File: src/rtl/csr_trap_ctrl.sv
// Machine-mode trap/mret sequencer: accepts exceptions, interrupts and mret in IDLE,
// then issues one CSR controller-write cycle and one redirect/flush cycle.
module csr_trap_ctrl #(
    parameter int DATA_W = 32
) (
    input  logic              clk,
    input  logic              rst,
    input  logic [DATA_W-1:0] pc_i,
    input  logic              ecall_i,
    input  logic              ebreak_i,
    input  logic              mret_i,
    input  logic              ext_int_i,
    input  logic              timer_int_i,
    input  logic [DATA_W-1:0] r_mstatus_i,
    input  logic [DATA_W-1:0] r_mepc_i,
    input  logic [DATA_W-1:0] r_mtvec_i,
    input  logic [DATA_W-1:0] r_mie_i,
    output logic              w_enable_o,
    output logic              w_ctrl_enable_o,
    output logic [DATA_W-1:0] w_mstatus_o,
    output logic [DATA_W-1:0] w_mepc_o,
    output logic [DATA_W-1:0] w_mie_o,
    output logic              hold_o,
    output logic              flush_o,
    output logic              jump_en_o,
    output logic [DATA_W-1:0] jump_addr_o,
    output logic [DATA_W-1:0] mcause_o,
    output logic [1:0]        state_o
);

    typedef enum logic [1:0] {
        IDLE    = 2'd0,
        SAVE    = 2'd1,
        RESTORE = 2'd2,
        JUMP    = 2'd3
    } state_t;

    localparam logic [DATA_W-1:0] CAUSE_ECALL  = DATA_W'(11);
    localparam logic [DATA_W-1:0] CAUSE_EBREAK = DATA_W'(3);
    localparam logic [DATA_W-1:0] CAUSE_EXT    = {1'b1, {(DATA_W-5){1'b0}}, 4'hB};
    localparam logic [DATA_W-1:0] CAUSE_TIMER  = {1'b1, {(DATA_W-5){1'b0}}, 4'h7};

    state_t            state_q, state_d;
    logic              from_mret_q;
    logic [DATA_W-1:0] pc_q;
    logic [DATA_W-1:0] mcause_q;

    logic              in_idle;
    logic              ext_pend, tmr_pend;
    logic              trap_take, mret_take;
    logic [DATA_W-1:0] cause_d;

    // Interrupts are level-sensitive and never latched: they qualify only while enabled.
    assign ext_pend = ext_int_i   & r_mstatus_i[3] & r_mie_i[11];
    assign tmr_pend = timer_int_i & r_mstatus_i[3] & r_mie_i[7];
    assign in_idle  = (state_q == IDLE) && !rst;

    assign trap_take = in_idle & (ecall_i | ebreak_i | (!mret_i & (ext_pend | tmr_pend)));
    assign mret_take = in_idle & !ecall_i & !ebreak_i & mret_i;

    always_comb begin
        cause_d = CAUSE_TIMER;
        if (ecall_i)       cause_d = CAUSE_ECALL;
        else if (ebreak_i) cause_d = CAUSE_EBREAK;
        else if (ext_pend) cause_d = CAUSE_EXT;
    end

    always_ff @(posedge clk or posedge rst) begin
        if (rst) begin
            state_q     <= IDLE;
            from_mret_q <= 1'b0;
            pc_q        <= '0;
            mcause_q    <= '0;
        end else begin
            state_q <= state_d;
            if (trap_take) begin
                pc_q        <= pc_i;
                mcause_q    <= cause_d;
                from_mret_q <= 1'b0;
            end else if (mret_take) begin
                from_mret_q <= 1'b1;
            end
        end
    end

    always_comb begin
        state_d         = state_q;
        w_enable_o      = 1'b0;
        w_ctrl_enable_o = 1'b0;
        w_mstatus_o     = '0;
        w_mepc_o        = '0;
        w_mie_o         = '0;
        flush_o         = 1'b0;
        jump_en_o       = 1'b0;
        jump_addr_o     = '0;
        unique case (state_q)
            IDLE: begin
                if (trap_take)      state_d = SAVE;
                else if (mret_take) state_d = RESTORE;
            end
            SAVE: begin
                w_enable_o      = 1'b1;
                w_ctrl_enable_o = 1'b1;
                w_mepc_o        = pc_q;
                w_mie_o         = r_mie_i;
                w_mstatus_o     = r_mstatus_i;
                w_mstatus_o[7]  = r_mstatus_i[3];
                w_mstatus_o[3]  = 1'b0;
                state_d         = JUMP;
            end
            RESTORE: begin
                w_enable_o      = 1'b1;
                w_ctrl_enable_o = 1'b1;
                w_mepc_o        = r_mepc_i;
                w_mie_o         = r_mie_i;
                w_mstatus_o     = r_mstatus_i;
                w_mstatus_o[3]  = r_mstatus_i[7];
                w_mstatus_o[7]  = 1'b1;
                state_d         = JUMP;
            end
            JUMP: begin
                jump_en_o   = 1'b1;
                flush_o     = 1'b1;
                jump_addr_o = from_mret_q ? r_mepc_i : {r_mtvec_i[DATA_W-1:2], 2'b00};
                state_d     = IDLE;
            end
            default: state_d = IDLE;
        endcase
    end

    assign hold_o   = trap_take | mret_take | (state_q != IDLE);
    assign mcause_o = mcause_q;
    assign state_o  = state_q;

endmodule

File: config.mk
export PLATFORM = sky130hd
export DESIGN_NAME = csr_trap_ctrl
export DESIGN_NICKNAME = d
export VERILOG_FILES = /design/src/rtl/csr_trap_ctrl.sv
export SDC_FILE = /design/constraint.sdc
export NUM_CORES = 1
export LEC_CHECK = 0
export ABC_CLOCK_PERIOD_IN_PS = 2600
export BUFFER_PORTS_ARGS = -buffer_cell sky130_fd_sc_hd__buf_4
export CORE_AREA = 2 2 129 131
export CTS_BUF_LIST = sky130_fd_sc_hd__clkbuf_4 sky130_fd_sc_hd__clkbuf_8
export DETAILED_ROUTE_END_ITERATION = 8
export DIE_AREA = 0 0 131 133
export GPL_TIMING_DRIVEN = 0
export SLEW_MARGIN = 20
export SYNTH_ARGS = -nofsm -noshare
export SYNTH_HDL_FRONTEND = slang
export SYNTH_SLANG_ARGS = --single-unit
File: constraint.sdc
create_clock -name clk -period 2.6 [get_ports clk]
set_clock_uncertainty 0.05 [all_clocks]
set_input_delay 0.52 -clock clk [delete_from_list [all_inputs] [get_ports clk]]
set_output_delay 0.52 -clock clk [all_outputs]
set_load 0.02 [all_outputs]
Word-level counts from Yosys, hierarchy flattened
Index checks and enable logic that the tools add are counted.

Word-level logic and storage cells: 46. Flip-flop bits (word level): 67.

Bitwise operators: 14. Reduce and logical (&&, ||, !) cells: 9. Mux-type cells: 15. Equal/unequal tests: 4.

Operator list (count): $mux W32 (5); $pmux W32 S2 (2); $and A1 B1 Y1 (9); $pmux W2 S3 (1); $or A1 B1 Y1 (5); $eq A2 B2 Y1 const B (2); $logic_not A1 Y1 (4); $mux W1 (4); $mux W2 (2); $mux W4 (1); $reduce_bool A2 Y1 (2); $ne A3 B3 Y1 const B (1); $eq A2 B1 Y1 const B (1); $logic_not A2 Y1 (1); $reduce_or A2 Y1 (1); $logic_and A1 B1 Y1 (1).

Logic depth before layout (Yosys ltp)
Depth after elaboration: 8. Mapped depth: 7. Depth with buffers taken out: 5.

Least setup slack after synthesis
Ideal clock, no wire load.

Path kind: register to output. From: register state_q[0], in the netlist state_o[0]. To: output port w_mstatus_o[0]. Required time: 2030 ps. Slack: 53 ps. Arrival time: 1977 ps. Path buffers: 1. Stages on the path, launching flop included: 7. Cells stage by stage: dfrtp_1 > inv_1 > ha_1 > clkinv_1 > nor2_1 > clkbuf_1 > and2_1.

Cells in the longest elaborated chain, start to end: 2. Elaborated cells between the ends (all ways): 3. Classes of those cells: eq/ne (2); mux (1).

Ends and longest elaborated chain: from (decl) (line 43) `state_t state_q, state_d;`; from (signal assigned) (line 75) `state_q <= state_d;`; $eq A2 B2 Y1 / $eq A2 B1 Y1 (equally long branches) (line 96) `unique case (state_q)`; $pmux W32 S2 * (line 96); to (decl) (line 20) `output logic [DATA_W-1:0] w_mstatus_o,`.

Every way passes the cells marked *; elsewhere a longest branch is shown, timed or not.

Worst setup path after layout
From: register state_q[1], in the netlist state_o[1]. To: output port hold_o.

Cells in the longest elaborated chain, start to end: 7. Elaborated cells between the ends (all ways): 9. Classes of those cells: bitwise (6); reduce/logical (3).

Ends and longest elaborated chain: $logic_not A2 Y1 (line 56) `assign in_idle = (state_q == IDLE) && !rst;`; $logic_and A1 B1 Y1 (line 56); $and A1 B1 Y1 (3 in series) (line 59) `assign mret_take = in_idle & !ecall_i & !ebreak_i & mret_i;`; $or A1 B1 Y1 (line 131) `assign hold_o = trap_take | mret_take | (state_q != IDLE);`; $or A1 B1 Y1 * (line 131); to (decl) (line 23) `output logic hold_o,`.

Marked as above.

==> key figures <==
CTS
  – CTS tree: done
  – Clock tree buffer depth: 2
  – CTS buffer count: 5
  – Root Driver: clkbuf_8
  – Hold-fix buffers, CTS: 0
  – Clock Latency Late Sink: 0.30 ns
  – CTS clock-pin slew for the worst setup and hold paths: 0.09 ns
  – # H-tree levels: 2
  – Clock Sinks: 39

Detailed routing
  – Avg Vias per Cell: about 4.1
  – 1st-iter DRT viols: between 100 and 150
  – DR pass1 iterations: 4
  – Via count: between 3000 and 4000
  – Drt drc: 0
  – Wire per inst: about 16 um
  – Total Wirelength: around 15 mm
  – Final ANT Viol Nets: 0

Die
  – Core ar.: roughly 0.016 mm2
  – Chip width: roughly 130 um
  – Die Height: roughly 130 um
  – Initial cell density of the core: 19.9%
  – Die Area: ~0.017 mm2
  – Io pins: between 300 and 400
  – Site Rows: between 40 and 50

Yosys
  – Post-Synthesis Cells: 352
  – Yosys reg bits: 39
  – Seq/Total Area, Yosys: 30.4%
  – Syn_area_per_cell: between 9 and 10 um2
  – Synth cell types: 30
  – Ranking of synthesized cells by area: dfrtp_1 30%, and2_1 12%, mux2_2 12%
  – Area of the mapped netlist: approximately 0.0032 mm2
  – Top cell type's share of synthesized area: slightly above 30%
  – Synth area leader: dfrtp_1
  – Yosys warning total: 0

Timing
  – Setup violations, final: 0
  – Final Critical Period: around 2.5 ns
  – Fmax: a little over 400 MHz
  – Fin crit share: 95.3%
  – Final Hold Fails: 0
  – Slew Limit Fails: 0
  – Final setup margin: between 0.1 and 0.15 ns
  – Post-route setup TNS: 0 ns

Placement
  – DP Worst Slack: -0.349 ns
  – PortBufs: about 300
  – Placer Congestion: 0.781
  – Post-detailed-placement half-perimeter wirelength: ~13 mm
  – Cells after DPL: between 900 and 1000

Finish
  – Filler cells: 1714
  – Multi-input logic area: 0.00197 mm2
  – N_diodes: 0
  – Share of layout cells above drive strength 1: between 50 and 60%
  – Final #Nets: ~860
  – Area Overhead vs Synth: 89.6%
  – Register area: roughly 980 um2
  – Final std cells w/o fill: between 900 and 1000
  – Fin util: about 38%

Worst setup path
  – Critical Path Sink Type: output pin
  – Worst Path Required: slightly above 2 ns
  – Startpoint class of the critical path: flip-flop
  – Crit path max fanout: 6
  – CP Class: flip-flop to output pin
  – Crit path DAT: between 1.5 and 2 ns

Status
  – Outcome: finished, final reports clean

GRT
  – Total Routing Usage GR: 16.2%
  – Largest net degree at the start of global routing: 23
  – First-pass GRT wire length: 21.4 mm
  – Initial antenna violation count: 0
  – Number of global-route vias before repair: 3755
  – Grt ovf: 0

Power
  – Sw Pwr: around 3.7 mW
  – Pint: 3.79 mW
  – Logic gate share of total power: between 70% and 80%
  – Sw frac: 49.6%
  – Power share of the clock group: 6.4%
  – Seq pwr share: approximately 14%
  – Max VDD drop: 0.663 mV
  – PD cells: 1240 mW/mm2
  – Pleak: ~3.1 nW

Worst hold path
  – Hold Crit Class: input port to async pin

Run
  – Max-cap violation count: 0
[kinds of logic (layout without fill, tap and decap cells)]
family | after synthesis | in the layout | synth area share (%)
AOI/OAI and AO/OA | 40 | 40 | 9.98
adders and majority gates | 4 | 4 | 1.56
buffers and inverters | 65 | 381 | 12.2
DFF | 39 | 39 | 30.4
muxes | 65 | 65 | 21.6
other | 1 | 27 | 0.117
and+or+nand+nor | 138 | 138 | 24.2
[cell usage after synthesis (all sizes together)]
cell type / n
or3b: 1
clkbuf: 21
o21a: 1
nand2b: 1
nand3: 1
nand4bb: 1
a311o: 1
and3: 2
mux2: 34
nand4: 1
and2: 63
a21o: 1
ha: 4
dfrtp: 39
o32ai: 1
nor2: 36
nand2: 1
conb: 1
nor2b: 30
o22ai: 1
or2: 1
buf: 37
o21ai: 1
o21bai: 1
mux2i: 31
a22oi: 33
clkinv: 1
inv: 6
[layout make-up]
cell class | instances | area share (%)
Inverter | 7 | 0.514
Clock buffer | 7 | 1.58
Buffer | 55 | 6.31
Timing Repair Buffer | 311 | 38.6
Tap cell | 220 | 4.52
Clock inverter | 1 | 0.123
Sequential cell | 39 | 16.0
Multi-Input combinational cell | 274 | 32.4
[through the flow]
| stage | hold WS (ns) | area (um2) | power, mW |
|---|---|---|---|
| finish | 0.201 | 6090 | 7.52 |
| global route | 0.228 | 6090 | 8.06 |
| CTS | 0.205 | 6060 | 7.62 |
| detailed placement | 0.446 | 5890 | 6.95 |
| global placement | 0.440 | 5870 | 6.92 |
| floorplan | 0.431 | 3310 | 4.45 |
[cells in the final DEF (no fill, tap or decap)]
| cell type | instances |
|---|---|
| mux2i_1 | 31 |
| nand2b_1 | 1 |
| o22ai_1 | 1 |
| inv_1 | 4 |
| buf_6 | 4 |
| a22oi_1 | 33 |
| o32ai_4 | 1 |
| buf_2 | 3 |
| o21bai_1 | 1 |
| clkinv_4 | 1 |
| clkbuf_2 | 10 |
| nor2b_1 | 30 |
| ha_4 | 1 |
| nor2_1 | 35 |
| mux2_2 | 34 |
| nand4bb_1 | 1 |
| a311o_1 | 1 |
| buf_12 | 1 |
| buf_4 | 341 |
| inv_2 | 2 |
| a21o_2 | 1 |
| and2_1 | 63 |
| ha_2 | 3 |
| o21a_1 | 1 |
| clkinvlp_4 | 1 |
| nand4_1 | 1 |
| and3_1 | 2 |
| or2_2 | 1 |
| nor2_4 | 1 |
| or3b_1 | 1 |
| nand3_1 | 1 |
| clkbuf_1 | 3 |
| nand2_1 | 1 |
| conb_1 | 27 |
| o21ai_0 | 1 |
| clkbuf_4 | 4 |
| dfrtp_1 | 39 |
| clkbuf_8 | 7 |
[registers in the layout, summed over array words and instances (netlist names)]
name	count
pc_q	32
mcause_o	4
state_o	2
from_mret_q	1
[routing by layer]
layer / track usage [%] / vias to the layer above / wire length [um]
li1: - / 1808 / -
met1: 19.6 / 1722 / 5840
met2: 29.6 / 185 / 7670
met3: 3.48 / 7 / 1270
met4: 3.01 / 0 / 115
met5: 0 / - / 0
[path summary, 6_finish.rpt]
check / startpoint / endpoint / slack (ns) / cells after the start
max in group asynchronous: rst / pc_q[23] / 1.80 / 3
setup reg to reg: state_o[1] / pc_q[20] / 0.63 / 7
hold reg to reg: pc_q[20] / pc_q[20] / 0.46 / 1
hold / removal: rst / pc_q[31] / 0.20 / 2
setup / recovery: state_o[1] / hold_o / 0.12 / 7
min in group clk: pc_i[7] / pc_q[7] / 0.39 / 2
[worst max-delay path: stages, from the launching register on]
cell       delay, ns
dfrtp_1         0.42
inv_2           0.08
ha_4            0.18
nand4bb_1       0.14
o32ai_4         0.11
buf_6           0.14
or3b_1          0.35
buf_4           0.17
[power groups by stage]
stage	Clock [mW]	Combinational, mW	Sequential (mW)
floorplan	0	3.37	1.08
global placement	0	5.84	1.08
detailed placement	0	5.87	1.08
CTS	0.504	6.05	1.07
global route	0.530	6.40	1.13
finish	0.483	5.95	1.09
[timing repair]
action | 4_1_cts | 5_1_grt
pin swaps | 1 | 0
setup buffers | 3 | 3
gates resized for setup | 23 | 13
cloned | 0 | 0
setup endpoints to repair | 94 | 80
Power figures use the tool's default switching activity.
